--- src/rtl/al_pcie_memwr_sched.sv ---
// Descriptor scheduler for the RAM-to-PCIe MemWr engine: splits one buffer descriptor
// into MPS-bounded, 4 KB-safe tcq write requests with rolling tags and an in-flight limit.
module al_pcie_memwr_sched #(
    parameter int LOCAL_ADDR_WIDTH  = 17,
    parameter int REMOTE_ADDR_WIDTH = 32,
    parameter int MEM_TAG           = 1,
    parameter int REQUEST_LEN_BITS  = 6,
    parameter int DATA_BITS         = 4,
    parameter int DESC_LEN_BITS     = 16,
    parameter int DESC_ID_BITS      = 4,
    parameter int MAX_INFLIGHT      = 2,
    parameter int MPS_CAP           = 2
) (
    input  logic                                   clk,
    input  logic                                   rst,
    input  logic [2:0]                             cfg_max_payload,
    input  logic                                   s_desc_valid,
    output logic                                   s_desc_ready,
    input  logic [LOCAL_ADDR_WIDTH-DATA_BITS-1:0]  s_desc_laddr,
    input  logic [REMOTE_ADDR_WIDTH-DATA_BITS-1:0] s_desc_raddr,
    input  logic [DESC_LEN_BITS-1:0]               s_desc_len,
    input  logic [DESC_ID_BITS-1:0]                s_desc_id,
    output logic                                   m_tcq_valid,
    input  logic                                   m_tcq_ready,
    output logic [LOCAL_ADDR_WIDTH-DATA_BITS-1:0]  m_tcq_laddr,
    output logic [REMOTE_ADDR_WIDTH-DATA_BITS-1:0] m_tcq_raddr,
    output logic [REQUEST_LEN_BITS-1:0]            m_tcq_length,
    output logic [MEM_TAG-1:0]                     m_tcq_tag,
    input  logic                                   m_tcq_cvalid,
    output logic                                   m_tcq_cready,
    input  logic [MEM_TAG-1:0]                     m_tcq_ctag,
    output logic                                   m_done_valid,
    input  logic                                   m_done_ready,
    output logic [DESC_ID_BITS-1:0]                m_done_id,
    output logic                                   err_tag
);

    localparam int LW  = LOCAL_ADDR_WIDTH - DATA_BITS;
    localparam int RW  = REMOTE_ADDR_WIDTH - DATA_BITS;
    localparam int CW  = DESC_LEN_BITS + 1;
    localparam int QW  = REQUEST_LEN_BITS + 1;
    localparam int IW  = MEM_TAG + 1;
    localparam int PGB = 12 - DATA_BITS;

    typedef enum logic [2:0] {S_IDLE, S_CALC, S_ISSUE, S_DRAIN, S_DONE} state_t;

    state_t                  state_q, state_d;
    logic [LW-1:0]           laddr_q, laddr_d;
    logic [RW-1:0]           raddr_q, raddr_d;
    logic [CW-1:0]           rem_q, rem_d;
    logic [CW-1:0]           mps_q, mps_d;
    logic [QW-1:0]           chunk_q, chunk_d;
    logic [DESC_ID_BITS-1:0] id_q, id_d;
    logic [MEM_TAG-1:0]      tag_q, tag_d;
    logic [MEM_TAG-1:0]      ctag_q, ctag_d;
    logic [IW-1:0]           inflight_q, inflight_d;
    logic                    tcq_valid_q, tcq_valid_d;
    logic                    done_valid_q, done_valid_d;
    logic                    desc_ready_q, desc_ready_d;
    logic                    err_q, err_d;

    logic [2:0]              mps_sel;
    logic [CW-1:0]           bnd;
    logic [CW-1:0]           chunk_min;
    logic                    issue_hs;
    logic                    conf_ok;

    always_comb begin
        state_d      = state_q;
        laddr_d      = laddr_q;
        raddr_d      = raddr_q;
        rem_d        = rem_q;
        mps_d        = mps_q;
        chunk_d      = chunk_q;
        id_d         = id_q;
        tag_d        = tag_q;
        ctag_d       = ctag_q;
        inflight_d   = inflight_q;
        err_d        = err_q;

        issue_hs = tcq_valid_q & m_tcq_ready;
        conf_ok  = m_tcq_cvalid && (inflight_q != '0);
        mps_sel  = (cfg_max_payload > 3'(MPS_CAP)) ? 3'(MPS_CAP) : cfg_max_payload;
        // beats left before the remote 4 KB page ends; a page-aligned start yields a full page
        bnd      = CW'(1 << PGB) - CW'(raddr_q[PGB-1:0]);
        chunk_min = rem_q;
        if (mps_q < chunk_min) chunk_min = mps_q;
        if (bnd < chunk_min)   chunk_min = bnd;

        case (state_q)
            S_IDLE: begin
                if (s_desc_valid) begin
                    laddr_d = s_desc_laddr;
                    raddr_d = s_desc_raddr;
                    rem_d   = CW'(s_desc_len) + CW'(1);
                    id_d    = s_desc_id;
                    mps_d   = CW'((32'd128 << mps_sel) >> DATA_BITS);
                    state_d = S_CALC;
                end
            end
            S_CALC: begin
                chunk_d = QW'(chunk_min);
                state_d = S_ISSUE;
            end
            S_ISSUE: begin
                if (issue_hs) begin
                    laddr_d = laddr_q + LW'(chunk_q);
                    raddr_d = raddr_q + RW'(chunk_q);
                    rem_d   = rem_q - CW'(chunk_q);
                    tag_d   = tag_q + MEM_TAG'(1);
                    state_d = (rem_q == CW'(chunk_q)) ? S_DRAIN : S_CALC;
                end
            end
            S_DRAIN: begin
                if (inflight_q == '0) state_d = S_DONE;
            end
            S_DONE: begin
                if (m_done_ready) state_d = S_IDLE;
            end
            default: state_d = S_IDLE;
        endcase

        // stray confirmations flag an error but never underflow the count
        case ({issue_hs, conf_ok})
            2'b10:   inflight_d = inflight_q + IW'(1);
            2'b01:   inflight_d = inflight_q - IW'(1);
            default: inflight_d = inflight_q;
        endcase

        if (m_tcq_cvalid) begin
            if (inflight_q == '0) begin
                err_d = 1'b1;
            end else begin
                if (m_tcq_ctag != ctag_q) err_d = 1'b1;
                ctag_d = ctag_q + MEM_TAG'(1);
            end
        end

        tcq_valid_d  = (state_d == S_ISSUE) && (inflight_d < IW'(MAX_INFLIGHT));
        done_valid_d = (state_d == S_DONE);
        desc_ready_d = (state_d == S_IDLE);
    end

    always_ff @(posedge clk) begin
        if (rst) begin
            state_q      <= S_IDLE;
            laddr_q      <= '0;
            raddr_q      <= '0;
            rem_q        <= '0;
            mps_q        <= '0;
            chunk_q      <= '0;
            id_q         <= '0;
            tag_q        <= '0;
            ctag_q       <= '0;
            inflight_q   <= '0;
            tcq_valid_q  <= 1'b0;
            done_valid_q <= 1'b0;
            desc_ready_q <= 1'b1;
            err_q        <= 1'b0;
        end else begin
            state_q      <= state_d;
            laddr_q      <= laddr_d;
            raddr_q      <= raddr_d;
            rem_q        <= rem_d;
            mps_q        <= mps_d;
            chunk_q      <= chunk_d;
            id_q         <= id_d;
            tag_q        <= tag_d;
            ctag_q       <= ctag_d;
            inflight_q   <= inflight_d;
            tcq_valid_q  <= tcq_valid_d;
            done_valid_q <= done_valid_d;
            desc_ready_q <= desc_ready_d;
            err_q        <= err_d;
        end
    end

    assign s_desc_ready = desc_ready_q;
    assign m_tcq_valid  = tcq_valid_q;
    assign m_tcq_laddr  = laddr_q;
    assign m_tcq_raddr  = raddr_q;
    assign m_tcq_length = REQUEST_LEN_BITS'(chunk_q - QW'(1));
    assign m_tcq_tag    = tag_q;
    assign m_tcq_cready = 1'b1;
    assign m_done_valid = done_valid_q;
    assign m_done_id    = id_q;
    assign err_tag      = err_q;

endmodule

--- config.mk ---
export PLATFORM = sky130hd
export DESIGN_NAME = al_pcie_memwr_sched
export DESIGN_NICKNAME = d
export VERILOG_FILES = /design/src/rtl/al_pcie_memwr_sched.sv
export SDC_FILE = /design/constraint.sdc
export NUM_CORES = 1
export LEC_CHECK = 0
export CORE_MARGIN = 1
export CORE_UTILIZATION = 52
export DETAILED_ROUTE_END_ITERATION = 7
export PLACE_DENSITY = 0.81
export SLEW_MARGIN = 10
export SYNTH_ARGS = -nofsm -noshare
export SYNTH_HDL_FRONTEND = slang
export SYNTH_SLANG_ARGS = --single-unit
--- constraint.sdc ---
create_clock -name clk -period 4.52 [get_ports clk]
set_clock_uncertainty 0.15 [all_clocks]
set_input_delay 0.452 -clock clk [delete_from_list [all_inputs] [get_ports clk]]
set_output_delay 0.452 -clock clk [all_outputs]
set_load 0.005 [all_outputs]
[Yosys cells after proc, flatten, opt, wreduce, memory -nomap -nowiden]
Cells that the tools add are included.
Widths: inputs -> output; s select.
Operators by class
  add/subtract/negate cells: 10
  multipliers: 0
  div/mod/pow operators: 0
  magnitude comparators: 4
  equal/unequal tests: 12
  shift operators: 1
  muxes and demuxes: 21
  bitwise gates (word level): 2
  reductions and logical operators: 13
Operator list (count)
  $mux 28: 2
  $pmux 28 s2: 1
  $mux 17: 3
  $lt 17x17->1: 2
  $pmux 17 s2: 1
  $add 28x7->28: 1
  $mux 13: 2
  $pmux 13 s2: 1
  $shl 8x3->21 const A: 1
  $add 16x1->17 const B: 1
  $eq 17x7->1: 1
  $sub 17x7->17: 1
  $mux 3: 5
  $pmux 3 s5: 1
  $add 13x7->13: 1
  $sub 9x8->10 const A: 1
  $eq 3x2->1 const B: 3
  $reduce_and 2->1: 4
  $mux 7: 1
  $eq 3x3->1 const B: 2
  $logic_not 3->1: 2
  $reduce_bool 2->1: 3
  $sub 6x1->6 const B: 1
  $ne 2x2->1 const B: 2
  other kinds (17): 20
Storage, ports and cells
  flip-flop bits (word level): 97
  latch bits: 0
  memory bits (writable): 0
  bits in read-only memories: 0
  memories kept: 0

[Depth between registers and ports, before layout]
  word-level depth: 6
  mapped depth: 16
  mapped depth without buffers: 15

[Worst setup path after synthesis]
No wires, ideal clock.
  path kind: register -> register
  start: register rem_q[8]
  end: register chunk_q[2]
  setup time: 0.131 ns
  arrival: 3.379 ns
  data required time: 4.239 ns
  path slack: 0.860 ns
  stages on the path, launching flop included: 17
  clock period less this slack: 3.660 ns
  cell sequence: dfxtp_1 > inv_1 > ha_1 > a21oi_1 > o221ai_2 > a311oi_1 > nor2_2 > mux2i_1 > ha_1 > a211o_1 > a21oi_1 > o21ai_0 > a221oi_1 > a22o_1 > buf_6 > mux2i_1 > a21oi_1
Between the ends
  cells in the longest elaborated chain, start to end: 4
RTL lines
  start: declaration: RTL line 50  | logic [CW-1:0] rem_q, rem_d;
  start signal: assignment: RTL line 164  | rem_q <= rem_d;
  $lt 17x17->1: RTL line 87  | if (mps_q < chunk_min) chunk_min = mps_q;
  $mux 17 (*): RTL line 87
  $lt 17x17->1: RTL line 88  | if (bnd < chunk_min) chunk_min = bnd;
  $mux 7 (*): RTL line 88
  end signal: assignment: RTL line 166  | chunk_q <= chunk_d;
  end: declaration: RTL line 52  | logic [QW-1:0] chunk_q, chunk_d;
Mark *: on every way between the ends. The rest lies on a longest branch, timed or not.
A chain may end at the register's enable or synchronous reset.

[Final worst setup path]
  start: register rem_q[8]
  end: register chunk_q[0]
Same word-level chain as after synthesis.

==> flow_metrics.py <==
metrics = {
    "worst_hold_path": {
        "hold_end": "m_done_id[2]",
        "worstHoldPathCells": 2,
        "min_from": "m_done_id[2]",
        "min_path_type": "flop to flop",
    },
    "sta": {
        "drv_slew": 0,
        "tightest_slew_ns": 1.10,
        "rsz0062_at_grt": "no",
        "setup_tns_ns": 0,
        "timing.final.crit_share_pct": 92.3,
        "hold_violations": 0,
        "final.min_clock_period_ns": 4.17,
        "slew_headroom_pct": 27.0,
        "fmax_mhz": 240,
        "finalSetupViolations": 0,
    },
    "clock_tree": {
        "clockRootBuffer": "clkbuf_16",
        "cts_buffers": 9,
        "cts_sinks": 88,
        "cts_tree": "yes",
        "postCtsSetupBuffers": 0,
        "clk_pin_slew_ns": 0.07,
        "clockBufferDepth": 2,
        "worstSkewPairLatency_ns": 0.35,
        "h-tree-depth": 3,
    },
    "route": {
        "final_antenna_net_count": 0,
        "routed_wl_mm": 19.6,
        "drc": 0,
        "dr_total_vias": 6628,
        "via_per_inst": 6.31,
        "avgRoutedWirePerCell_um": 18.6,
        "firstDrtPassIters": 6,
        "drtIter0Drc": 652,
    },
    "synthesis": {
        "ys_types": 72,
        "ys_ff_latch": 88,
        "synth.yosys.warnings": 0,
        "synth_flop_cell": "dfxtp_1",
        "synthArstFlopShare_pct": 0,
        "synth_edf_count": 0,
        "synth_area_per_cell_um2": 7.71,
        "synth_area_um2": 6150,
        "synth.net_count": 912,
        "yosysSeqAreaShare_pct": 28.7,
        "synth_cells": 797,
    },
    "critical_path": {
        "cp.required_ns": 4.62,
        "reg2reg_setup_slack_ns": 0.35,
        "critPathArrivalTime_ns": 4.28,
        "path_max_fanout": 12,
        "reg2reg_to": "chunk_q[0]",
        "crit_path_start_kind": "flop",
        "critical_path_class": "flop to flop",
        "worstRegToRegCells": 15,
        "end_kind": "flop",
        "timing.rr.start": "rem_q[8]",
    },
    "pwr": {
        "power_density_nw_per_um2": 336,
        "p_total_mw": 2.61,
        "leakage_nw": 2.87,
        "irDropWorstVdd_mv": 0.226,
    },
    "placed_design": {
        "globalplace.congestion": 0.883,
        "port-buffer-count": 126,
        "place_hpwl_mm": 14.5,
    },
    "die": {
        "rows": 39,
        "fp.dieH_um": 111,
        "initial_core_util_pct": 53.6,
        "core_um2": 11500,
        "die_w_um": 111,
        "pin_count": 128,
        "fp.dieArea_um2": 12300,
    },
    "grt": {
        "grt_pass1_vias": 6428,
        "grt_overflow_total": 0,
        "grt_max_degree": 68,
        "gr-usage-all-layers_pct": 32.2,
        "grt_pass1_wl_mm": 32.0,
        "antenna_found_initial": 0,
    },
    "cells_and_area": {
        "final_common_cell": "clkdlybuf4s50_1",
        "layout_common_cells": "clkdlybuf4s50_1, dfxtp_1, nand2_1, nor2_1, a21oi_1",
        "n_fill_cell": 976,
        "final_util_pct": 67.8,
        "final_nets": 1017,
        "area_delta_synth_final_pct": 26.5,
        "diodes": 0,
        "drive_above_1_share_pct": 4.74,
    },
    "flow_run": {
        "maxCapViolCount": 0,
    },
    "outcome": {
        "status": "finished clean",
    },
}
[per-stage QoR]
| step | hold WS, ns | setup slack [ns] | instance area, um2 | cells |
|---|---|---|---|---|
| after floorplan | 0.298 | 0.860 | 6150 | 797 |
| after global placement | 0.292 | 0.421 | 7490 | 1034 |
| after detailed placement | 0.309 | 0.245 | 7490 | 1034 |
| after CTS | 0.319 | 0.234 | 7770 | 1050 |
| after global routing | 0.328 | 0.0446 | 7780 | 1050 |
| final | 0.315 | 0.346 | 7780 | 1050 |
[synth_stat cells, types with 3 or more instances]
cell type / number / area [um2]
dfxtp_1: 88 / 1760
nand2_1: 78 / 293
nor2_1: 65 / 244
a21oi_1: 53 / 265
o21ai_0: 47 / 235
nand3_1: 43 / 215
ha_1: 41 / 513
inv_1: 38 / 143
clkbuf_1: 33 / 124
nor3_1: 28 / 140
xnor2_1: 22 / 193
a211oi_1: 20 / 150
nand4_1: 19 / 119
and3_1: 15 / 93.8
mux2i_1: 14 / 140
xor2_1: 14 / 123
nand2b_1: 12 / 75.1
a311oi_1: 11 / 96.3
a31oi_1: 11 / 68.8
nor4_1: 9 / 56.3
o211ai_1: 9 / 67.6
a21o_1: 8 / 60.1
nor2b_1: 8 / 50.1
and2_1: 7 / 43.8
a22oi_1: 6 / 45.0
o21a_1: 6 / 45.0
o311ai_0: 6 / 52.6
o31ai_1: 6 / 45.0
or3_1: 6 / 37.5
a221oi_1: 5 / 43.8
or4_1: 5 / 37.5
or2_2: 4 / 25.0
a32o_1: 3 / 30.0
and4_1: 3 / 26.3
buf_1: 3 / 11.3
fa_1: 3 / 60.1
nor4b_1: 3 / 26.3
o22ai_1: 3 / 18.8
[cell type report]
class,count,area [um2],area share (%)
well taps,143,179,2.30
flip-flops and latches,88,1760,22.7
repair buffers,134,1320,16.9
clock inverters,6,50.0,0.644
multi-input cells,631,4090,52.6
inverters,38,143,1.83
clock buffers,10,239,3.07
[where the power goes]
part,internal (mW),switching [mW],leakage (nW)
logic,0.433,0.491,2.00
clock network,0.396,0.347,0.141
registers,0.845,0.101,0.723
total,1.67,0.939,2.87
[repair_timing]
action                     CTS  global route
gates resized for setup      0             1
hold buffers                 0             0
setup endpoints to repair    0             3
[routing by layer]
metal  part of all wire (%)  up-vias  wire, um  track usage (%)
met2                     46      313      9020             52.0
met5                      0        -         0                0
li1                       -     3156         -                -
met3                    7.6       54      1490             5.63
met4                    3.0        0       593             14.8
met1                     43     3105      8440             42.0
[kinds of logic (layout without fill, tap and decap cells)]
group                      count (synthesis)  in the layout  synth area share [%]
AOI/OAI and AO/OA                        218            218                  23.4
xor gates and xnor gates                  36             36                  5.13
adders and majority gates                 44             44                  9.32
buffers and inverters                     78            188                  4.99
DFF                                       88             88                  28.7
muxes                                     14             14                  2.28
other                                      1              1                0.0610
and+or+nand+nor                          318            318                  26.2
[worst max-delay path, stage by stage, from the launching register on]
cell and delay (ns):
dfxtp_1 0.45, inv_1 0.09, ha_1 0.34, a21oi_1 0.19
o221ai_2 0.12, a311oi_1 0.52, nor2_2 0.22, mux2i_1 0.28
ha_1 0.29, a211o_1 0.26, a21oi_1 0.10, o21ai_0 0.10
a221oi_1 0.27, a22o_2 0.34, nor2_1 0.09, a311oi_1 0.26
[how the worst max path moves through the flow]
| stage | startpoint | endpoint | slack, ns | depth (start not counted) |
|---|---|---|---|---|
| 6_report | rem_q[8] | chunk_q[0] | 0.35 | 15 |
| 5_1_grt | rem_q[8] | chunk_q[0] | 0.04 | 15 |
| 4_1_cts | rem_q[8] | chunk_q[0] | 0.23 | 15 |
| 3_5_place_dp | rem_q[8] | chunk_q[0] | 0.24 | 15 |
| 3_3_place_gp | rem_q[8] | chunk_q[2] | 0.42 | 15 |
| 2_1_floorplan | rem_q[8] | chunk_q[2] | 0.86 | 16 |
[state kept, by name, indices dropped and copies added, names as in the netlist]
name,flops
m_tcq_raddr,28
rem_q,17
m_tcq_laddr,13
mps_q,8
chunk_q,7
m_done_id,4
state_q,3
inflight_q,2
ctag_q,1
err_tag,1
m_done_valid,1
m_tcq_tag,1
m_tcq_valid,1
s_desc_ready,1
(Power assumes the default switching activity.)
